`src/rtl/inst_router_pkg.sv`:
```
// rtl/inst_router_pkg.sv - shared core types and widths for rename-to-issue dispatch
package inst_router_pkg;

  localparam int CORE_INST_ID_BITS = 6;
  localparam int CORE_PRN_BITS     = 6;
  localparam int CORE_MAX_OPERANDS = 3;
  localparam int CORE_FU_COUNT     = 4;

  // Select field width for a given number of issue queues (never zero wide)
  function automatic int sel_bits(input int n);
    return (n > 1) ? $clog2(n) : 1;
  endfunction

  localparam int FU_SEL_BITS = sel_bits(CORE_FU_COUNT);

  // Dispatch payload as seen by the issue queues at the default core configuration
  typedef struct packed {
    logic [FU_SEL_BITS-1:0]                             fu_sel;
    logic [CORE_INST_ID_BITS-1:0]                       inst_id;
    logic [31:0]                                        raw_instr;
    logic [63:0]                                        instr_pc;
    logic [CORE_MAX_OPERANDS-1:0]                       prn_input_valid;
    logic [CORE_MAX_OPERANDS-1:0][CORE_PRN_BITS-1:0]    prn_input;
    logic [CORE_MAX_OPERANDS-1:0]                       prn_output_valid;
    logic [CORE_MAX_OPERANDS-1:0][CORE_PRN_BITS-1:0]    prn_output;
  } dispatch_pkt_t;

endpackage

```
`src/rtl/prn_scoreboard.sv`:
```
// rtl/prn_scoreboard.sv - physical register ready bits with writeback bypass
module prn_scoreboard
  import inst_router_pkg::*;
#(
  parameter int PRN_BITS     = CORE_PRN_BITS,
  parameter int MAX_OPERANDS = CORE_MAX_OPERANDS,
  parameter int FU_COUNT     = CORE_FU_COUNT
) (
  input  logic                                                clk,
  input  logic                                                rst,
  input  logic [FU_COUNT-1:0][MAX_OPERANDS-1:0]               set_valid,
  input  logic [FU_COUNT-1:0][MAX_OPERANDS-1:0][PRN_BITS-1:0] set_prn,
  input  logic [MAX_OPERANDS-1:0]                             clr_valid,
  input  logic [MAX_OPERANDS-1:0][PRN_BITS-1:0]               clr_prn,
  input  logic [MAX_OPERANDS-1:0]                             qry_valid,
  input  logic [MAX_OPERANDS-1:0][PRN_BITS-1:0]               qry_prn,
  output logic [MAX_OPERANDS-1:0]                             qry_ready
);

  localparam int NREG = 1 << PRN_BITS;

  logic [NREG-1:0] ready_q;
  logic [NREG-1:0] ready_d;
  logic [NREG-1:0] set_mask;

  // Collapse every writeback broadcast into one per-register set mask
  always_comb begin
    set_mask = '0;
    for (int f = 0; f < FU_COUNT; f++) begin
      for (int k = 0; k < MAX_OPERANDS; k++) begin
        if (set_valid[f][k]) set_mask[set_prn[f][k]] = 1'b1;
      end
    end
  end

  // Apply sets first, then dispatch clears, so a new producer beats a stale writeback
  always_comb begin
    ready_d = ready_q | set_mask;
    for (int k = 0; k < MAX_OPERANDS; k++) begin
      if (clr_valid[k]) ready_d[clr_prn[k]] = 1'b0;
    end
  end

  // Source readiness: stored bit or a writeback landing this very cycle
  always_comb begin
    qry_ready = '0;
    for (int k = 0; k < MAX_OPERANDS; k++) begin
      qry_ready[k] = qry_valid[k] && (ready_q[qry_prn[k]] || set_mask[qry_prn[k]]);
    end
  end

  // Ready bits come out of reset all set: nothing is in flight
  always_ff @(posedge clk or negedge rst) begin
    if (!rst) ready_q <= '1;
    else      ready_q <= ready_d;
  end

endmodule

```
`src/rtl/inst_router.sv`:
```
// rtl/inst_router.sv - staging FIFO that routes renamed instructions to issue queues
module inst_router
  import inst_router_pkg::*;
#(
  parameter int INST_ID_BITS = CORE_INST_ID_BITS,
  parameter int PRN_BITS     = CORE_PRN_BITS,
  parameter int MAX_OPERANDS = CORE_MAX_OPERANDS,
  parameter int FU_COUNT     = CORE_FU_COUNT,
  parameter int DEPTH        = 4
) (
  input  logic                                                clk,
  input  logic                                                rst,
  input  logic                                                in_valid,
  output logic                                                in_ready,
  input  logic [sel_bits(FU_COUNT)-1:0]                       in_fu_sel,
  input  logic [INST_ID_BITS-1:0]                             in_inst_id,
  input  logic [31:0]                                         in_raw_instr,
  input  logic [63:0]                                         in_instr_pc,
  input  logic [MAX_OPERANDS-1:0]                             in_prn_input_valid,
  input  logic [MAX_OPERANDS-1:0][PRN_BITS-1:0]               in_prn_input,
  input  logic [MAX_OPERANDS-1:0]                             in_prn_output_valid,
  input  logic [MAX_OPERANDS-1:0][PRN_BITS-1:0]               in_prn_output,
  output logic [FU_COUNT-1:0]                                 inst_valid,
  input  logic [FU_COUNT-1:0]                                 queue_ready,
  output logic [INST_ID_BITS-1:0]                             inst_id,
  output logic [31:0]                                         raw_instr,
  output logic [63:0]                                         instr_pc,
  output logic [MAX_OPERANDS-1:0]                             prn_input_valid,
  output logic [MAX_OPERANDS-1:0][PRN_BITS-1:0]               prn_input,
  output logic [MAX_OPERANDS-1:0]                             prn_input_ready,
  output logic [MAX_OPERANDS-1:0]                             prn_output_valid,
  output logic [MAX_OPERANDS-1:0][PRN_BITS-1:0]               prn_output,
  input  logic [FU_COUNT-1:0][MAX_OPERANDS-1:0]               set_prn_ready,
  input  logic [FU_COUNT-1:0][MAX_OPERANDS-1:0][PRN_BITS-1:0] set_prn,
  input  logic                                                flush,
  output logic [15:0]                                         stall_count
);

  localparam int FSW   = sel_bits(FU_COUNT);
  localparam int PTR_W = (DEPTH > 1) ? $clog2(DEPTH) : 1;
  localparam int CNT_W = $clog2(DEPTH + 1);

  typedef struct packed {
    logic [FSW-1:0]                             fu_sel;
    logic [INST_ID_BITS-1:0]                    inst_id;
    logic [31:0]                                raw_instr;
    logic [63:0]                                instr_pc;
    logic [MAX_OPERANDS-1:0]                    prn_input_valid;
    logic [MAX_OPERANDS-1:0][PRN_BITS-1:0]      prn_input;
    logic [MAX_OPERANDS-1:0]                    prn_output_valid;
    logic [MAX_OPERANDS-1:0][PRN_BITS-1:0]      prn_output;
  } slot_t;

  slot_t             mem_q [DEPTH];
  slot_t             mem_d [DEPTH];
  logic [PTR_W-1:0]  rd_ptr_q, rd_ptr_d;
  logic [PTR_W-1:0]  wr_ptr_q, wr_ptr_d;
  logic [CNT_W-1:0]  count_q, count_d;
  logic [15:0]       stall_q, stall_d;

  slot_t                   in_slot;
  slot_t                   head;
  logic                    head_valid;
  logic                    head_fu_ok;
  logic                    dispatch;
  logic                    push;
  logic [MAX_OPERANDS-1:0] clr_valid;

  function automatic logic [PTR_W-1:0] ptr_inc(input logic [PTR_W-1:0] p);
    return (p == PTR_W'(DEPTH - 1)) ? '0 : p + PTR_W'(1);
  endfunction

  assign in_slot = '{
    fu_sel:           in_fu_sel,
    inst_id:          in_inst_id,
    raw_instr:        in_raw_instr,
    instr_pc:         in_instr_pc,
    prn_input_valid:  in_prn_input_valid,
    prn_input:        in_prn_input,
    prn_output_valid: in_prn_output_valid,
    prn_output:       in_prn_output
  };

  // Holding rst in the gating keeps every output quiet while reset is asserted
  assign head_valid = rst && (count_q != '0);
  assign head       = head_valid ? mem_q[rd_ptr_q] : '0;
  assign head_fu_ok = 32'(head.fu_sel) < 32'(FU_COUNT);
  assign dispatch   = head_valid && !flush && head_fu_ok && queue_ready[head.fu_sel];
  assign in_ready   = rst && (count_q < CNT_W'(DEPTH));
  assign push       = in_valid && in_ready && !flush;
  assign clr_valid  = dispatch ? head.prn_output_valid : '0;

  assign inst_id          = head.inst_id;
  assign raw_instr        = head.raw_instr;
  assign instr_pc         = head.instr_pc;
  assign prn_input_valid  = head.prn_input_valid;
  assign prn_input        = head.prn_input;
  assign prn_output_valid = head.prn_output_valid;
  assign prn_output       = head.prn_output;
  assign stall_count      = stall_q;

  // One-hot valid toward the queue selected by the head entry
  always_comb begin
    inst_valid = '0;
    if (dispatch) inst_valid[head.fu_sel] = 1'b1;
  end

  // FIFO pointer/occupancy update and head-blocked stall accounting
  always_comb begin
    mem_d    = mem_q;
    rd_ptr_d = rd_ptr_q;
    wr_ptr_d = wr_ptr_q;
    count_d  = count_q;
    stall_d  = stall_q;
    if (flush) begin
      rd_ptr_d = '0;
      wr_ptr_d = '0;
      count_d  = '0;
    end else begin
      if (push) begin
        mem_d[wr_ptr_q] = in_slot;
        wr_ptr_d        = ptr_inc(wr_ptr_q);
      end
      if (dispatch) rd_ptr_d = ptr_inc(rd_ptr_q);
      case ({push, dispatch})
        2'b10:   count_d = count_q + CNT_W'(1);
        2'b01:   count_d = count_q - CNT_W'(1);
        default: count_d = count_q;
      endcase
      if (head_valid && !dispatch && (stall_q != 16'hFFFF)) stall_d = stall_q + 16'd1;
    end
  end

  // Register FIFO state; reset discards any queued payloads
  always_ff @(posedge clk or negedge rst) begin
    if (!rst) begin
      for (int i = 0; i < DEPTH; i++) mem_q[i] <= '0;
      rd_ptr_q <= '0;
      wr_ptr_q <= '0;
      count_q  <= '0;
      stall_q  <= '0;
    end else begin
      mem_q    <= mem_d;
      rd_ptr_q <= rd_ptr_d;
      wr_ptr_q <= wr_ptr_d;
      count_q  <= count_d;
      stall_q  <= stall_d;
    end
  end

  prn_scoreboard #(
    .PRN_BITS     (PRN_BITS),
    .MAX_OPERANDS (MAX_OPERANDS),
    .FU_COUNT     (FU_COUNT)
  ) u_scoreboard (
    .clk       (clk),
    .rst       (rst),
    .set_valid (set_prn_ready),
    .set_prn   (set_prn),
    .clr_valid (clr_valid),
    .clr_prn   (head.prn_output),
    .qry_valid (head.prn_input_valid),
    .qry_prn   (head.prn_input),
    .qry_ready (prn_input_ready)
  );

endmodule

```
`config.mk`:
```
export PLATFORM = sky130hd
export DESIGN_NAME = inst_router
export DESIGN_NICKNAME = d
export VERILOG_FILES = /design/src/rtl/inst_router_pkg.sv /design/src/rtl/prn_scoreboard.sv /design/src/rtl/inst_router.sv
export SDC_FILE = /design/constraint.sdc
export NUM_CORES = 2
export LEC_CHECK = 0
export ABC_AREA = 1
export BUFFER_PORTS_ARGS = -buffer_cell sky130_fd_sc_hd__buf_2
export CAP_MARGIN = 20
export CORE_UTILIZATION = 50
export CTS_BUF_LIST = sky130_fd_sc_hd__clkbuf_8
export DETAILED_ROUTE_END_ITERATION = 16
export MAX_ROUTING_LAYER = met4
export PLACE_DENSITY = 0.75
export RECOVER_POWER = 25
export SYNTH_ARGS = -nofsm -noshare
export SYNTH_HDL_FRONTEND = slang
export SYNTH_SLANG_ARGS = --single-unit
```
`constraint.sdc`:
```
create_clock -name clk -period 4.12 [get_ports clk]
set_input_delay 0.824 -clock clk [delete_from_list [all_inputs] [get_ports clk]]
set_output_delay 0.824 -clock clk [all_outputs]
set_load 0.01 [all_outputs]
```
==> impl_metrics.tcl <==
set metrics [dict create \
    rsz0062_at_grt "true" \
    dp_hpwl_microns 125000 \
    hp-start "in_prn_output_valid[1]" \
    synth_edf_count 0 \
    synth_mux_area_share_pct 0.0266 \
    rows 106 \
    drc 0 \
    hold_depth 3 \
    area_growth_pct 21.6 \
    async_flop_share_pct 100 \
    yosysWarnings 0 \
    synth_xor_area_share_pct 0.310 \
    violations "max-capacitance violations, max-slew violations, negative setup slack" \
    pin_count 406 \
    netlist_instances 6489 \
    synth_fa_ha_area_share_pct 0.225 \
    finalCriticalPeriod_ns 4.14 \
    cts.sinks 671 \
    dieArea_sq_um 85800 \
    synth_simple_gate_area_share_pct 39.4 \
    whs_endpoint "mem_q[165]$_DFFE_PN0P_" \
    clk_latency_ns 0.78 \
    crit_chain "buf_8, buf_12, nand2_2, nand3_2, nand2_4, nand2_8, buf_12, clkbuf_16, nand2_1, o211ai_1, nand3_2, nand3_2, a21oi_2, nand3_1, nand2_1, nand2_1, nand2_2, nor2_4, buf_6" \
    r2r_cells 15 \
    r2r-start "rd_ptr_q[1]$_DFFE_PN0P_" \
    drive_gt1_share_pct 18.1 \
    cts_buffers 109 \
    avgSynthCellArea_sq_um 6.52 \
    timing.fmax_ghz 0.242 \
    dp_slack_ns -0.163 \
    synth_area_leaders "dfrtp_1, nand2_1, o21ai_0, nor2_1, nand3_1" \
    rr_endpoint "u_scoreboard.ready_q[10]$_DFF_PN1_" \
    cp_max_fo 8 \
    syn-cell-area_sq_um 42300 \
    placed_area_sq_um 47000 \
    r2r_slack_ns 0.52 \
    drtIter0Drc 5954 \
    synth.distinct_cells 53 \
    syn_nets 6734 \
    grt-ovfl-total 0 \
    final_hold_viol_count 0 \
    layout.nets 7336 \
    routed_wl_microns 180000 \
    max_cap_violations 1 \
    cp.arrival_ns 3.32 \
    layoutNonFillerInstCount 8338 \
    cts_buffer_depth 3 \
    grtUsageTotal_pct 41.6 \
    slew_headroom_pct -10.9 \
    status "finished with violations" \
    worst_ep_required_time_ns 3.30 \
    vias 48200 \
    clk_pin_slew_ns 0.07 \
    hold_buffers 0 \
    hold_class "in2reg" \
    dp_cells 8028 \
    finalInstanceArea_sq_um 51500 \
    dr.pass1.iters 9 \
    final_cell_mix "nand2_1, nor2_1, o21ai_0, dfrtp_1, nand3_1" \
    worst_slack_ns -0.0192 \
    worst_slew_pin_slew_ns 1.66 \
    slowest_delay_ns 0.51 \
    cts_tree "built" \
    fin_crit_sh_pct 100 \
    crit_type "reg2out" \
    cts_root_buf "clkbuf_8" \
    via_per_inst 5.78 \
    start_util_pct 50.6 \
    skew_ns 0.0749 \
    yosysSeqAreaShare_pct 39.9 \
    grt_pass1_wl_microns 264000 \
    post-synth-top-area-cell "dfrtp_1" \
    die_w_microns 293 \
    p_leak_nw 26.6 \
    ys_ff_latch 671 \
    grt_max_degree 251 \
    io_buffers 405 \
    htree_levels 3 \
    die_h_microns 293 \
    ys.flop_type "dfrtp_1" \
    place_congestion 1.05 \
    powerDensity_nw_per_um2 560 \
    crit_slowest_cell "dfrtp_4" \
    endpoint_kind "primary output" \
    synth_compound_area_share_pct 13.3 \
    grt_pass1_vias 42800 \
    report.final.slew_viol_count 67 \
    synth_top_family_by_area "simple AND/OR/NAND/NOR gates" \
    wl_per_cell_microns 21.6 \
    final_common_cell "nand2_1" \
    ant_nets 0 \
    start_kind "flip-flop" \
    antenna_found_initial 21 \
    yosys.area.top_type_share_pct 35.9 \
    core_sq_um 83700 \
    setup_violations 2 \
    max-vdd-ir-drop_mv 0.364 \
]
==> stage by stage <==
| stage | power (mW) | util (%) | TNS (ns) | hold slack [ns] |
|---|---|---|---|---|
| 2_1_floorplan | 16.8 | - | 0 | 0.448 |
| 3_3_place_gp | 20.6 | 56.2 | -0.560 | 0.460 |
| 3_5_place_dp | 20.8 | 56.2 | -0.302 | 0.468 |
| 4_1_cts | 27.5 | 59.8 | -0.00219 | 0.158 |
| 5_1_grt | 30.5 | 61.5 | -0.253 | 0.334 |
| 6_report | 28.8 | 61.5 | -0.0381 | 0.355 |
==> cell families after synthesis <==
| logic type | Yosys count |
|---|---|
| compound gates | 1071 |
| xor+xnor | 15 |
| fa+ha+maj | 7 |
| buf+inv | 679 |
| flops | 671 |
| mux | 1 |
| simple gates | 4045 |
==> area by class of cell <==
type                       count  area [sq um]
timing repair inverter         5          65.1
clock inverter                67           410
tap                         1134          1420
timing repair buffer         799          6130
sequential                   671         16900
multi-input combinational   5139         23100
antenna                       20          50.0
inverter                     366          1490
clock buffer                 137          1890
fill                        7916         32200
==> cells in the mapped netlist, drive strengths merged, types with 2 or more instances <==
library cell / number
o22a: 2
nand3: 555
nor2: 992
xor2: 9
nor3: 64
nor4: 7
buf: 140
nand4: 73
ha: 6
xnor2: 6
o211ai: 7
dfstp: 64
a21oi: 130
o21ai: 852
a31oi: 2
dfrtp: 607
nand2: 2348
and2: 4
o22ai: 50
inv: 366
clkbuf: 173
o221ai: 19
a32o: 5
==> where the power goes <==
part / switching [mW] / internal [mW]
Combinational: 8.59 / 4.86
Sequential: 0.994 / 8.41
Clock: 2.78 / 3.21
Total: 12.4 / 16.5
==> flip-flops by register name (all words and copies together), names as in the netlist <==
register	flops
count_q	3
u_scoreboard.ready_q	64
stall_count	16
mem_q	584
rd_ptr_q	2
wr_ptr_q	2
==> worst max-delay path: cells and delay by family (launching register included) <==
family                 cells  cell delay [ns]
AO/OA/AOI/OAI              2             0.29
buffers and inverters      5             0.74
flip-flops                 1             0.51
AND/OR/NAND/NOR           12             0.98
==> layer usage <==
metal,GRT usage [%],routed length (microns),vias up
met2,61.3,79300,2826
met4,18.8,9500,0
li1,-,-,22200
met1,54.8,71700,22600
met3,8.96,19200,536
met5,-,0,-
==> worst max path at each step <==
stage          slack, ns                  to                     from
2_1_floorplan       1.00  prn_input_ready[1]              set_prn[29]
4_1_cts           -0.001  prn_input_ready[2]              set_prn[56]
3_5_place_dp       -0.16  prn_input_ready[2]              set_prn[18]
5_1_grt            -0.11  prn_input_ready[1]  rd_ptr_q[0]$_DFFE_PN0P_
3_3_place_gp       -0.21  prn_input_ready[2]              set_prn[18]
6_report           -0.02  prn_input_ready[1]  rd_ptr_q[0]$_DFFE_PN0P_
==> repair_timing <==
| action | CTS | global route |
|---|---|---|
| gates resized for setup | 103 | 152 |
| setup buffers | 23 | 36 |
| setup endpoints to repair | 54 | 8 |
| cloned | 8 | 18 |
| pin swaps | 11 | 65 |
Note: power is estimated with default switching activity, not from simulation.
